--- config.mk ---
export PLATFORM = sky130hd
export DESIGN_NAME = ide_cycle
export DESIGN_NICKNAME = d
export VERILOG_FILES = /design/src/rtl/ide_cycle_pkg.sv /design/src/rtl/ide_int_sync.sv /design/src/rtl/ide_cycle.sv
export SDC_FILE = /design/constraint.sdc
export NUM_CORES = 1
export LEC_CHECK = 0
export CAP_MARGIN = 30
export CORE_AREA = 4 4 61 52
export CTS_BUF_LIST = sky130_fd_sc_hd__clkbuf_4
export CTS_CLUSTER_SIZE = 40
export DETAILED_ROUTE_END_ITERATION = 10
export DIE_AREA = 0 0 65 56
export HOLD_SLACK_MARGIN = 0.02
export PLACE_DENSITY_LB_ADDON = 0.1
export SETUP_SLACK_MARGIN = 0.1
export SYNTH_ARGS = -nofsm -noshare
export SYNTH_HDL_FRONTEND = slang
export SYNTH_HIERARCHICAL = 1
export SYNTH_SLANG_ARGS = --single-unit
--- constraint.sdc ---
create_clock -name CLKCPU -period 2.3 [get_ports CLKCPU]
set_clock_uncertainty 0.1 [all_clocks]
set_input_delay 0.345 -clock CLKCPU [delete_from_list [all_inputs] [get_ports CLKCPU]]
set_output_delay 0.345 -clock CLKCPU [all_outputs]
set_load 0.02 [all_outputs]
--- src/rtl/ide_cycle_pkg.sv ---
// Shared constants for the IDE strobe sequencer: state codes, window base and
// default PIO timing (also used by the fast-RAM decode to keep windows disjoint).
package ide_cycle_pkg;

  localparam logic [2:0] ST_IDLE   = 3'd0;
  localparam logic [2:0] ST_SETUP  = 3'd1;
  localparam logic [2:0] ST_STROBE = 3'd2;
  localparam logic [2:0] ST_HOLD   = 3'd3;
  localparam logic [2:0] ST_ACK    = 3'd4;

  localparam logic [7:0] IDE_BASE_DEF   = 8'hDA;
  localparam int         SETUP_CYC_DEF  = 2;
  localparam int         STROBE_CYC_DEF = 6;
  localparam int         HOLD_CYC_DEF   = 2;
  localparam int         CNT_W_DEF      = 4;
  localparam logic [7:0] IORDY_TMO      = 8'hFF;

  // Registered bus-side outputs, all active low.
  typedef struct packed {
    logic [1:0] cs;
    logic       ior;
    logic       iow;
    logic       dbuf_oe;
    logic       ready;
  } ide_out_t;

  localparam ide_out_t OUT_IDLE = 6'b11_1111;

  // Counter reload for a phase; a zero-length phase still lasts one cycle.
  function automatic int phase_load(input int cyc);
    return (cyc < 1) ? 0 : cyc - 1;
  endfunction

endpackage

--- src/rtl/ide_int_sync.sv ---
// Multi-flop synchroniser with inverted output, for asynchronous
// active-high inputs that must appear as active-low requests.
module ide_int_sync #(
  parameter int STAGES = 2
) (
  input  logic clk,
  input  logic rst,
  input  logic din,
  output logic dout_n
);

  logic [STAGES-1:0] sync_pipe;

  always_ff @(posedge clk) begin
    if (rst) sync_pipe <= '0;
    else     sync_pipe <= {sync_pipe[STAGES-2:0], din};
  end

  assign dout_n = ~sync_pipe[STAGES-1];

endmodule

--- src/rtl/ide_cycle.sv ---
// PIO-mode IDE strobe sequencer: window decode, CS/IOR/IOW timing, ready flag
// and INT2 synchronisation. Define IDE_IORDY_EN to add IORDY strobe stretching.
module ide_cycle
  import ide_cycle_pkg::*;
#(
  parameter logic [7:0] IDE_BASE   = IDE_BASE_DEF,
  parameter int         SETUP_CYC  = SETUP_CYC_DEF,
  parameter int         STROBE_CYC = STROBE_CYC_DEF,
  parameter int         HOLD_CYC   = HOLD_CYC_DEF,
  parameter int         CNT_W      = CNT_W_DEF
) (
  input  logic        CLKCPU,
  input  logic        RESET,
  input  logic [23:0] A,
  input  logic        AS20,
  input  logic        DS20,
  input  logic        RW20,
  input  logic        IDEINT,
`ifdef IDE_IORDY_EN
  input  logic        IORDY,
`endif
  output logic        IDE_ACCESS,
  output logic        IDE_READY,
  output logic [1:0]  IDECS,
  output logic        IOR,
  output logic        IOW,
  output logic        DBUF_OE,
  output logic        INT2
);

  localparam logic [CNT_W-1:0] SETUP_LD  = CNT_W'(phase_load(SETUP_CYC));
  localparam logic [CNT_W-1:0] STROBE_LD = CNT_W'(phase_load(STROBE_CYC));
  localparam logic [CNT_W-1:0] HOLD_LD   = CNT_W'(phase_load(HOLD_CYC));

  logic [2:0]       state;
  logic [CNT_W-1:0] cnt;
  logic             rd_q;
  logic             abort;
  logic             strobe_done;
  ide_out_t         out_q;

  // Data strobe and low address bits play no part in the decode.
  logic unused_bits;
  assign unused_bits = ^{A[15:13], A[11:0], DS20};

  assign IDE_ACCESS = ~((A[23:16] == IDE_BASE) & ~AS20);

`ifdef IDE_IORDY_EN
  logic [7:0] wait_cnt;
  always_comb strobe_done = (cnt == '0) && (IORDY || wait_cnt == IORDY_TMO);
`else
  always_comb strobe_done = (cnt == '0);
`endif

  always_ff @(posedge CLKCPU) begin
    if (RESET) begin
      state <= ST_IDLE;
      cnt   <= '0;
      rd_q  <= 1'b1;
      abort <= 1'b0;
      out_q <= OUT_IDLE;
`ifdef IDE_IORDY_EN
      wait_cnt <= '0;
`endif
    end else begin
      case (state)
        ST_IDLE: if (!IDE_ACCESS) begin
          rd_q          <= RW20;
          abort         <= 1'b0;
          cnt           <= SETUP_LD;
          out_q.cs      <= A[12] ? 2'b01 : 2'b10;
          out_q.dbuf_oe <= 1'b0;
          state         <= ST_SETUP;
        end
        ST_SETUP: begin
          abort <= abort | AS20;
          if (cnt == '0) begin
            out_q.ior <= ~rd_q;
            out_q.iow <= rd_q;
            cnt       <= STROBE_LD;
            state     <= ST_STROBE;
`ifdef IDE_IORDY_EN
            wait_cnt  <= '0;
`endif
          end else begin
            cnt <= cnt - 1'b1;
          end
        end
        ST_STROBE: begin
          abort <= abort | AS20;
          if (strobe_done) begin
            out_q.ior <= 1'b1;
            out_q.iow <= 1'b1;
            cnt       <= HOLD_LD;
            state     <= ST_HOLD;
          end else if (cnt != '0) begin
            cnt <= cnt - 1'b1;
          end
`ifdef IDE_IORDY_EN
          // Drive not ready: hold the strobe low, bounded by the timeout.
          else begin
            wait_cnt <= wait_cnt + 1'b1;
          end
`endif
        end
        ST_HOLD: begin
          abort <= abort | AS20;
          if (cnt == '0) begin
            out_q.cs      <= 2'b11;
            out_q.dbuf_oe <= 1'b1;
            // A cycle the CPU abandoned is never acknowledged.
            if (abort || AS20) begin
              state <= ST_IDLE;
            end else begin
              out_q.ready <= 1'b0;
              state       <= ST_ACK;
            end
          end else begin
            cnt <= cnt - 1'b1;
          end
        end
        ST_ACK: if (AS20) begin
          out_q.ready <= 1'b1;
          state       <= ST_IDLE;
        end
        default: state <= ST_IDLE;
      endcase
    end
  end

  assign IDECS     = out_q.cs;
  assign IOR       = out_q.ior;
  assign IOW       = out_q.iow;
  assign DBUF_OE   = out_q.dbuf_oe;
  assign IDE_READY = out_q.ready;

  ide_int_sync #(.STAGES(2)) u_int_sync (
    .clk    (CLKCPU),
    .rst    (RESET),
    .din    (IDEINT),
    .dout_n (INT2)
  );

endmodule

# After elaboration in Yosys (flattened, before gate mapping)
# Index checks and enable logic that the tools add are counted.
dict set report word_totals {
  reg_bits 17
  out_inout_bits 8
}
dict set report op_classes {
  n_addsub 1
  n_eq_ne 13
  mux 26
  bitwise 6
  reduce_logical 17
}
# operator n
set ops {}
lappend ops {{$mux W4} 5}
lappend ops {{$mux W3} 6}
lappend ops {{$pmux W4 S4} 1}
lappend ops {{$pmux W3 S5} 1}
lappend ops {{$ne A2 B2 Y1 const B} 7}
lappend ops {{$mux W2} 5}
lappend ops {{$eq A8 B8 Y1 const B} 1}
lappend ops {{$pmux W2 S2} 2}
lappend ops {{$reduce_and A4 Y1} 2}
lappend ops {{$reduce_bool A2 Y1} 4}
lappend ops {{$reduce_bool A4 Y1} 2}
lappend ops {{$eq A3 B2 Y1 const B} 2}
lappend ops {{$pmux W1 S2} 3}
lappend ops {{$reduce_and A3 Y1} 2}
lappend ops {{$reduce_and A5 Y1} 1}
lappend ops {{$logic_not A4 Y1} 1}
lappend ops {{$not A1 Y1} 4}
lappend ops {{$reduce_and A2 Y1} 2}
lappend ops {{$sub A4 B1 Y4 const B} 1}
lappend ops {{$eq A3 B1 Y1 const B} 1}
lappend ops {{$eq A3 B3 Y1 const B} 1}
lappend ops {{$logic_not A3 Y1} 1}
lappend ops {{$mux W1} 3}
lappend ops {{$ne A3 B3 Y1 const B} 1}
lappend ops {{other kinds (4)} 4}

# Longest topological paths before layout
# Gate-level depths: netlist of the first run.
dict set report logic_depth {
  word_depth 4
  ltp_mapped 6
}

# Hierarchy
# The synthesis of the first run kept the hierarchy.
# module instances cells_per_inst area_each_um2 seq_area_each_um2
set by_module_without_submodules {}
lappend by_module_without_submodules {ide_cycle 1 96 792.0 300.3}
lappend by_module_without_submodules {ide_int_sync 1 5 56.3 40.0}

# Worst setup path before layout of the first run
# No wires, ideal clock.
dict set report synth_timing {
  path_type {register to register}
  startpoint {register cnt[0]}
  endpoint {register cnt[1]}
  setup_ps 70
  t_arrival_ps 1655
  required_ps 2130
  slack_ps 475
  stages_incl_launch_ff 7
  period_less_slack_ps 1825
  path_cell_list {dfxtp_1 inv_1 ha_1 nor3b_2 maj3_2 or4b_1 a21oi_1}
}
dict set report synth_between {
  elab_chain_len 4
}
# element line
set synth_lines {}
lappend synth_lines {{start: declaration} ide_cycle.sv:36} ;# logic [CNT_W-1:0] cnt;
lappend synth_lines {{start signal: assignment} ide_cycle.sv:86} ;# cnt <= cnt - 1'b1;
lappend synth_lines {{start signal: assignment} ide_cycle.sv:97} ;# cnt <= cnt - 1'b1;
lappend synth_lines {{start signal: assignment} ide_cycle.sv:119} ;# cnt <= cnt - 1'b1;
lappend synth_lines {{$sub A4 B1 Y4} {ide_cycle.sv:86, ide_cycle.sv:97, ide_cycle.sv:119}}
lappend synth_lines {{$mux W4} ide_cycle.sv:96} ;# end else if (cnt != '0) begin
lappend synth_lines {{$mux W4} ide_cycle.sv:91} ;# if (strobe_done) begin
lappend synth_lines {{$pmux W4 S4} ide_cycle.sv:66} ;# case (state)
# Several ways; a longest one is shown, not always the timed one. The select of a mux whose other input is x is not followed.
# A chain may end at the register's enable or synchronous reset.

# Final worst setup path of the first run
# Same ends and word-level chain as after synthesis.

==> run summary, run 1 <==
* setup violators final: 0
* synthesis-to-finish area growth: 33.6%
* cell count after placement: 159
* Final Max Tran Viols: 0
* cell area after placement: 0.00110 mm^2
* biggest cell delay along the critical path: 0.46 ns
* DRC marker count from the first detailed-route iteration: 17
* final hold violation count: 0
* pin count of the biggest net entering global routing: 15
* launching element of the worst setup path: cnt[0]
* CP Class: flop to flop
* detailed-route wire length per cell: 11.6 um
* power density cells: 580 mW/mm^2
* clk slew on worst S/H paths: 0.10 ns
* CTS Buf Count: 3
* leading cell type in the layout, fill and taps excluded: clkdlybuf4s50_1
* vias in the first global route: 736
* crit start category: flop
* cell types with the largest area share after synthesis: dfxtp_1 40%, o21ai_0 4.7%, nor2b_1 3.7%
* origin of the critical flop-to-flop path: cnt[0]
* Max IR drop VDD: 0.369 mV
* number of nets with antenna violations after detailed routing: 0
* DR vias/cell: 4.88
* setup repair after global routing missed its margin: false
* Slowest-stage cell, CP: or4b_1
* Top-Level Pins: 38
* # nets final: 157
* post-synthesis sequential area ratio: 0.401
* fraction of final layout cells with drive strength greater than 1: 0.0960
* proportion of synthesized flip-flops having asynchronous set or reset: 0
* total number of vias: 796
* floorplan die area: 0.00364 mm^2
* highest fanout seen on the critical path: 7
* detailed placement HPWL: 1.40 mm
* die height: 56 um
* clock latency of the later-clocked register in the worst-skew pair: 0.30 ns
* GR Util All Layers: 0.112
* global-route wire length before repair: 3.26 mm
* antenna violations before repair: 0
* LEAKAGE: 0.438 nW
* minimum clock period after layout: 1.96 ns
* cell-by-cell trace of the critical path: inv_1, ha_1, nor3b_2, maj3_2, or4b_1, a21oi_1
* crit path capture type: flop
* number of DRC violations after detailed routing: 0
* number of unique standard cell types used by synthesis: 37
* fraction of post-synthesis cell area in the top cell type by area: 0.401
* peak clock frequency supported by timing: 0.510 GHz
* largest area contributor in the netlist: dfxtp_1
* max capacitance violation total: 0
* cell area after synthesis: 848 um^2
* CTS tree: built
* Hold Crit Start: u_int_sync/sync_pipe[0]
* Congestion Overflow GR: 0
* synthesized flop and latch total: 17
* measured slew at the worst slew-check pin: 0.436 ns
* CTS H-tree depth: 1
* relative slew slack: 0.709
* horizontal die dimension: 65 um
* data arrival time of the worst path: 2.10 ns
* number of enable flip-flop cells after synthesis: 0
* Clock Sink Count: 17
* post-synth net total: 132
* dominant register cell in the synthesized netlist: dfxtp_1
* Routed Wire Length: 1.90 mm
* endpoint required time on the critical path: 2.44 ns
* top library cells by usage in the layout, fill and taps aside: 20 x clkdlybuf4s50_1, 17 x dfxtp_1, 8 x nand2_1, 8 x o21ai_0
* result of the run: finished clean
* number of antenna cells inserted: 0
* buffer levels on the longest clock path: 2
* Tightest Hold Check Type: flop to flop
* initial core utilization: 0.324
* setup fix buffers added after clock tree synthesis: 0
* number of core rows: 17
* Design Area, Final: 0.00113 mm^2
* Port Buffers: 21
* first-pass iteration count of the detailed router: 4
* routability congestion estimate from global placement: 0.793
* syn_area_per_cell: 8.40 um^2
* Synth Warn #: 6
* clock root buffer: clkbuf_4
* Finished Layout Cells: 163
* setup_tns: 0 ns
* cells after synthesis: 101
* final cycle utilization of the critical path: 0.852
* number of buffers added to fix hold violations after cts: 0
* area inside the core boundary: 0.00262 mm^2
* FILL cells: 276
synth_stat cells, types with 2 or more instances:
master	instances
a31oi_1	4
nand3_1	2
o21ai_0	8
nand2_1	8
nor3_1	5
nor2b_1	5
mux2i_1	2
dfxtp_1	17
inv_1	7
nand3b_1	2
nor3b_2	2
nand4_1	3
a21oi_1	5
nor2_1	7
o22ai_1	2
area by class of cell:
cell class,count,area (um^2),area share
timing repair buffer,24,235,0.208
multi-input combinational,73,454,0.401
clock buffer,4,30.0,0.0265
inverter,7,26.3,0.0232
tap,38,47.5,0.0419
sequential,17,340,0.300
per-layer routing:
metal | track usage | wire [um]
met5 | 0 | 0
met4 | 0.0331 | 9
met3 | 0.0444 | 126
met2 | 0.163 | 843
met1 | 0.149 | 918
what timing repair did:
| item | 4_1_cts | 5_1_grt |
|---|---|---|
| endpoints found under the hold margin | 0 | 0 |
| resized for setup | 0 | 1 |
| endpoints found under the setup margin | 0 | 1 |
state kept, by name (all words and copies together), names as in the netlist:
register	count
cnt	4
state	3
IDECS	2
u_int_sync/sync_pipe	2
DBUF_OE	1
IDE_READY	1
IOR	1
IOW	1
abort	1
rd_q	1
kinds of logic after synthesis:
logic type	Yosys count	synth area share
compound gates	24	0.164
mux	3	0.0369
xor+xnor	1	0.0103
simple gates	43	0.296
flops	17	0.401
buf+inv	11	0.0634
fa+ha+maj	2	0.0280
power by group:
part	switching (mW)	total, mW	internal, mW
combinational	0.0704	0.149	0.0782
sequential	0.0185	0.327	0.309
clock	0.102	0.182	0.0795
total	0.191	0.658	0.467
worst max-delay path, delay by kind of cell (launching register included):
family                     cells  cell delay [ns]
and+or+nand+nor                2             0.67
DFF                            1             0.36
buffers and inverters          1             0.08
AOI/OAI and AO/OA              1             0.14
adders and majority gates      2             0.54
final timing paths:
kind	endpoint	slack (ns)	depth (start not counted)
hold / removal	u_int_sync/sync_pipe[1]	0.35	1
setup reg to reg	cnt[1]	0.34	6
setup / recovery	cnt[1]	0.34	6
hold reg to reg	u_int_sync/sync_pipe[1]	0.35	1
through the flow:
stage,power [mW],hold WS [ns],utilization,setup slack [ns]
2_1_floorplan,0.430,0.314,-,0.475
4_1_cts,0.666,0.357,0.432,0.106
3_5_place_dp,0.484,0.332,0.421,0.111
5_1_grt,0.701,0.375,0.433,0.257
3_3_place_gp,0.484,0.318,0.421,0.119
6_report,0.658,0.349,0.433,0.339
Note: power is estimated with default switching activity, not from simulation.
==> inputs of run 2 (changes only) <==
- PLACE_DENSITY: default -> 0.7
- PLACE_DENSITY_LB_ADDON: 0.1 -> default
==> run summary, run 2 (same netlist as run 1, synthesis figures left out) <==
* result of the run: finished clean, unchanged
* global-route wire length before repair: 3.11 mm, was 3.26 mm
* measured slew at the worst slew-check pin: 0.437 ns, was 0.436 ns
* data arrival time of the worst path: 2.11 ns, was 2.10 ns
* Hold Crit Depth: 1, unchanged
* vias in the first global route: 719, was 736
* crit start category: flop, unchanged
* fraction of final layout cells with drive strength greater than 1: 0.0960, unchanged
* detailed route wirelength on metal3: 96 um, was 126 um
* Congestion Overflow GR: 0, unchanged
* cells on worst reg2reg path: 6, unchanged
* final cycle utilization of the critical path: 0.858, was 0.852
* CTS tree: built, unchanged
* initial core utilization: 0.324, unchanged
* Final Max Tran Viols: 0, unchanged
* number of antenna cells inserted: 0, unchanged
* FILL cells: 268, was 276
* die height: 56 um, unchanged
* power density cells: 573 mW/mm^2, was 580 mW/mm^2
* clock root buffer: clkbuf_4, unchanged
* clk slew on worst S/H paths: 0.12 ns, was 0.10 ns
* endpoint required time on the critical path: 2.44 ns, about the same
* CTS Buf Count: 3, unchanged
* pin count of the biggest net entering global routing: 15, unchanged
* Port Buffers: 21, unchanged
* horizontal die dimension: 65 um, unchanged
* floorplan die area: 0.00364 mm^2, unchanged
* Met1 Wirelength: 908 um, was 918 um
* CTS H-tree depth: 1, unchanged
* routability congestion estimate from global placement: 0.869, was 0.793
* Max IR drop VDD: 0.210 mV, was 0.369 mV
* highest routed layer: met4, unchanged
* Largest register FFs: 4, unchanged
* detailed-route wire length per cell: 11.8 um, was 11.6 um
* Tightest Hold Check Type: flop to flop, unchanged
* DRC marker count from the first detailed-route iteration: 21, was 17
* detailed placement HPWL: 1.44 mm, was 1.40 mm
* buffer levels on the longest clock path: 2, unchanged
* highest fanout seen on the critical path: 7, unchanged
* minimum clock period after layout: 1.97 ns, was 1.96 ns
* clock latency of the later-clocked register in the worst-skew pair: 0.30 ns, about the same
* synthesis-to-finish area growth: 33.6%, unchanged
* number of nets with antenna violations after detailed routing: 0, unchanged
* total number of vias: 816, was 796
* max capacitance violation total: 0, unchanged
* setup violators final: 0, unchanged
* number of DRC violations after detailed routing: 0, unchanged
* Top Registers: cnt: 4 flops, state: 3 flops, unchanged
* setup fix buffers added after clock tree synthesis: 0, unchanged
* GR Util All Layers: 0.109, was 0.112
* relative slew slack: 0.707, was 0.709
* CP Class: flop to flop, unchanged
* number of buffers added to fix hold violations after cts: 0, unchanged
* leading cell type in the layout, fill and taps excluded: clkdlybuf4s50_1, unchanged
* largest register by flop count: cnt, unchanged
* Top-Level Pins: 38, unchanged
* LEAKAGE: 0.434 nW, was 0.438 nW
* setup_tns: 0 ns, unchanged
* number of core rows: 17, unchanged
* top library cells by usage in the layout, fill and taps aside: 20 x clkdlybuf4s50_1, 17 x dfxtp_1, 8 x nand2_1, 8 x o21ai_0, unchanged
* utilization of the core after routing: 0.433, unchanged
* area inside the core boundary: 0.00262 mm^2, unchanged
* Clock Sink Count: 17, unchanged
* crit path capture type: flop, unchanged
* peak clock frequency supported by timing: 0.507 GHz, was 0.510 GHz
* first-pass iteration count of the detailed router: 4, unchanged
* cell-by-cell trace of the critical path: inv_1, ha_1, nor3b_2, maj3_2, or4b_1, a21oi_1, unchanged
* DR vias/cell: 5.01, was 4.88
* antenna violations before repair: 0, unchanged
* # nets final: 157, unchanged
* setup repair after global routing missed its margin: false, unchanged
* routed length on met2: 868 um, was 843 um
* biggest cell delay along the critical path: 0.46 ns, about the same
* final hold violation count: 0, unchanged
* Routed Wire Length: 1.92 mm, was 1.90 mm
* Slowest-stage cell, CP: or4b_1, unchanged
run 2: changes by cell type in the layout (fill, tap and decap cells not counted):
cell and change:
clkbuf_4 -1, clkinvlp_4 +1
run 2: timing repair:
action	4_1_cts	5_1_grt
hold endpoints to repair	0	0
setup endpoints to repair	0	1
gates resized for setup	0	1
run 2: metrics by stage:
step	power (mW)	worst slack [ns]	std cells	instance area [um^2]	hold WS, ns
after floorplan	0.430	0.475	101	848	0.314
after global placement	0.479	0.113	159	1100	0.322
after detailed placement	0.483	0.106	159	1100	0.334
after CTS	0.653	0.106	163	1130	0.357
after global routing	0.680	0.231	163	1130	0.369
final	0.650	0.327	163	1130	0.352
run 2: final cells by class:
type,count,area [um^2],area share
timing repair buffer,24,235,0.208
clock buffer,3,22.5,0.0199
inverter,7,26.3,0.0232
sequential,17,340,0.300
multi-input combinational,73,454,0.401
clock inverter,1,7.51,0.00662
tap,38,47.5,0.0419
run 2: final timing paths:
| check | from | end | slack (ns) |
|---|---|---|---|
| hold reg to reg | u_int_sync/sync_pipe[0] | u_int_sync/sync_pipe[1] | 0.35 |
| hold / removal | u_int_sync/sync_pipe[0] | u_int_sync/sync_pipe[1] | 0.35 |
| setup / recovery | cnt[1] | cnt[1] | 0.33 |
| setup reg to reg | cnt[1] | cnt[1] | 0.33 |
run 2: power breakdown:
part	switching [mW]	internal [mW]	leakage, nW
logic	0.0707	0.0783	0.282
registers	0.0191	0.309	0.138
clock network	0.106	0.0663	0.0139
run 2: critical path: cells and delay by family, from the launching register on:
family          cells  cell delay [ns]
compound gates      1             0.16
fa+ha+maj           2             0.52
buf+inv             1             0.06
flops               1             0.39
simple gates        2             0.67
run 2: layer usage:
metal / up-vias / global-route usage
li1: 409 / -
met3: 4 / 0.0162
met5: - / 0
met2: 24 / 0.168
met1: 379 / 0.141
met4: 0 / 0.0723
==> inputs of run 3 (changes only) <==
- CORE_AREA: 4 4 61 52 -> 4 4 56 48
- DIE_AREA: 0 0 65 56 -> 0 0 60 52
- GPL_TIMING_DRIVEN: default -> 0
- PLACE_DENSITY: 0.7 -> 0.81
- SKIP_LAST_GASP: default -> 1
==> run summary, run 3 (same netlist as run 1, synthesis figures left out) <==
* result of the run: finished clean, unchanged
* utilization of the core after routing: 0.534, was 0.433
* top library cells by usage in the layout, fill and taps aside: 20 x clkdlybuf4s50_1, 17 x dfxtp_1, 8 x nand2_1, 8 x o21ai_0, unchanged
* crit start category: input pin, was flop
* final hold violation count: 0, unchanged
* clock latency of the later-clocked register in the worst-skew pair: 0.30 ns, about the same
* Tightest Hold Check Type: flop to flop, unchanged
* highest fanout seen on the critical path: 6, was 7
* buffer levels on the longest clock path: 2, unchanged
* CP Class: input pin to output pin, was flop to flop
* Worst path top cell family by delay: buffers and inverters, was simple AND/OR/NAND/NOR gates
* die height: 52 um, was 56 um
* cell-by-cell trace of the critical path: clkdlybuf4s50_1, nor3b_2, nand3_1, dlygate4sd2_1, was inv_1, ha_1, nor3b_2, maj3_2, or4b_1, a21oi_1
* Largest register FFs: 4, unchanged
* largest register by flop count: cnt, unchanged
* Clk network pwr share: 0.259, was 0.266
* biggest cell delay along the critical path: 0.51 ns, was 0.46 ns
* fraction of final layout cells with drive strength greater than 1: 0.103, was 0.0960
* setup violators final: 0, unchanged
* number of antenna cells inserted: 0, unchanged
* vias in the first global route: 775, was 719
* GR met1 Demand/Resource: 0.170, was 0.141
* horizontal die dimension: 60 um, was 65 um
* endpoint required time on the critical path: 1.86 ns, was 2.44 ns
* routability congestion estimate from global placement: 0.830, was 0.869
* global-route wire length before repair: 3.25 mm, was 3.11 mm
* global routing met2 resource utilization: 0.221, was 0.168
* first-pass iteration count of the detailed router: 4, unchanged
* peak clock frequency supported by timing: 0.477 GHz, was 0.507 GHz
* Sw Share: 0.300, was 0.302
* number of nets with antenna violations after detailed routing: 0, unchanged
* number of core rows: 15, was 17
* detailed placement HPWL: 1.43 mm, was 1.44 mm
* final cycle utilization of the critical path: 0.912, was 0.858
* CTS tree: built, unchanged
* data arrival time of the worst path: 1.65 ns, was 2.11 ns
* total number of vias: 807, was 816
* max capacitance violation total: 0, unchanged
* combinational group share of total power: 0.246, was 0.229
* leading cell type in the layout, fill and taps excluded: clkdlybuf4s50_1, unchanged
* measured slew at the worst slew-check pin: 0.466 ns, was 0.437 ns
* Port Buffers: 21, unchanged
* Routed Wire Length: 1.91 mm, was 1.92 mm
* DRC marker count from the first detailed-route iteration: 7, was 21
* Final Max Tran Viols: 0, unchanged
* crit path capture type: output pin, was flop
* Int Pwr: 0.452 mW, was 0.453 mW
* Slowest-stage cell, CP: clkdlybuf4s50_1, was or4b_1
* Power Total: 0.646 mW, was 0.650 mW
* # nets final: 158, was 157
* detailed-route wire length per cell: 12.6 um, was 11.8 um
* GR Util All Layers: 0.143, was 0.109
* setup repair after global routing missed its margin: false, unchanged
* CTS Buf Count: 3, unchanged
* Max IR drop VDD: 0.335 mV, was 0.210 mV
* GR met3 Demand/Resource: 0.0298, was 0.0162
* minimum clock period after layout: 2.10 ns, was 1.97 ns
* clk slew on worst S/H paths: 0.10 ns, was 0.12 ns
* antenna violations before repair: 0, unchanged
* power spent charging and discharging nets: 0.194 mW, was 0.196 mW
* setup_tns: 0 ns, unchanged
* Clock Sink Count: 17, unchanged
* Top-Level Pins: 38, unchanged
* DR vias/cell: 5.34, was 5.01
* floorplan die area: 0.00312 mm^2, was 0.00364 mm^2
* clock root buffer: clkbuf_4, unchanged
* Congestion Overflow GR: 0, unchanged
* pin count of the biggest net entering global routing: 11, was 15
* sequential share of power: 0.494, was 0.505
* LEAKAGE: 0.443 nW, was 0.434 nW
* Buf/Inv on CP: 2, was 1
* power density cells: 576 mW/mm^2, was 573 mW/mm^2
* area inside the core boundary: 0.00210 mm^2, was 0.00262 mm^2
* number of DRC violations after detailed routing: 0, unchanged
* GR peak layer: met2, unchanged
* CTS H-tree depth: 1, unchanged
* initial core utilization: 0.404, was 0.324
* relative slew slack: 0.689, was 0.707
* synthesis-to-finish area growth: 32.3%, was 33.6%
* Top Registers: cnt: 4 flops, state: 3 flops, unchanged
run 3: cell types whose count changed in the layout (fill, tap and decap cells not counted):
cell	before	now
clkinv_2	0	1
buf_6	0	1
dlymetal6s2s_1	1	0
nor4b_1	1	0
dlygate4sd2_1	0	1
clkinvlp_4	1	0
nor4b_2	0	1
clkbuf_1	0	1
buf_4	3	1
buf_2	0	1
run 3: worst paths after layout:
path / start / to / slack [ns] / cells past startpoint
setup / recovery: AS20 / IDE_ACCESS / 0.20 / 4
hold / removal: u_int_sync/sync_pipe[0] / u_int_sync/sync_pipe[1] / 0.36 / 1
setup reg to reg: cnt[0] / cnt[1] / 0.34 / 6
hold reg to reg: u_int_sync/sync_pipe[0] / u_int_sync/sync_pipe[1] / 0.36 / 1
run 3: final cells by class:
type / instances / area [um^2]
Fill cell: 207 / 980
Multi-Input combinational cell: 73 / 460
Sequential cell: 17 / 340
Timing Repair Buffer: 21 / 209
Tap cell: 25 / 31.3
Buffer: 4 / 27.5
Inverter: 7 / 26.3
Clock buffer: 3 / 22.5
Clock inverter: 1 / 5.00
run 3: power by group through the flow:
| stage | Combinational (mW) | Clock (mW) | Sequential (mW) |
|---|---|---|---|
| 2_1_floorplan | 0.104 | 0 | 0.326 |
| 3_3_place_gp | 0.152 | 0 | 0.325 |
| 3_5_place_dp | 0.156 | 0 | 0.326 |
| 4_1_cts | 0.157 | 0.174 | 0.319 |
| 5_1_grt | 0.177 | 0.189 | 0.323 |
| 6_report | 0.159 | 0.167 | 0.319 |
run 3: worst register-to-register path: cells and delay by family, from the launching register on:
kind | cells | cell delay [ns]
fa+ha+maj | 2 | 0.56
simple gates | 2 | 0.67
buf+inv | 1 | 0.07
flops | 1 | 0.35
compound gates | 1 | 0.15
run 3: timing repair:
action	in CTS	in global routing
setup endpoints to repair	1	1
endpoints found under the hold margin	0	0
buffers inserted	0	0
cloned	0	0
resized for setup	1	1
hold buffers	0	0
run 3: stage by stage:
stage / std cells / cell area, um^2 / hold slack, ns / setup slack [ns]
finish: 151 / 1120 / 0.357 / 0.202
detailed placement: 147 / 1090 / 0.331 / -0.0152
global route: 151 / 1120 / 0.364 / 0.129
floorplan: 101 / 848 / 0.314 / 0.475
global placement: 147 / 1090 / 0.319 / 0.00549
CTS: 151 / 1120 / 0.356 / 0.209
run 3: routing by layer:
| layer | vias up | wire length [um] |
|---|---|---|
| met2 | 18 | 870 |
| met4 | 0 | 76 |
| met5 | - | 0 |
| met1 | 367 | 891 |
| li1 | 416 | - |
| met3 | 6 | 66 |
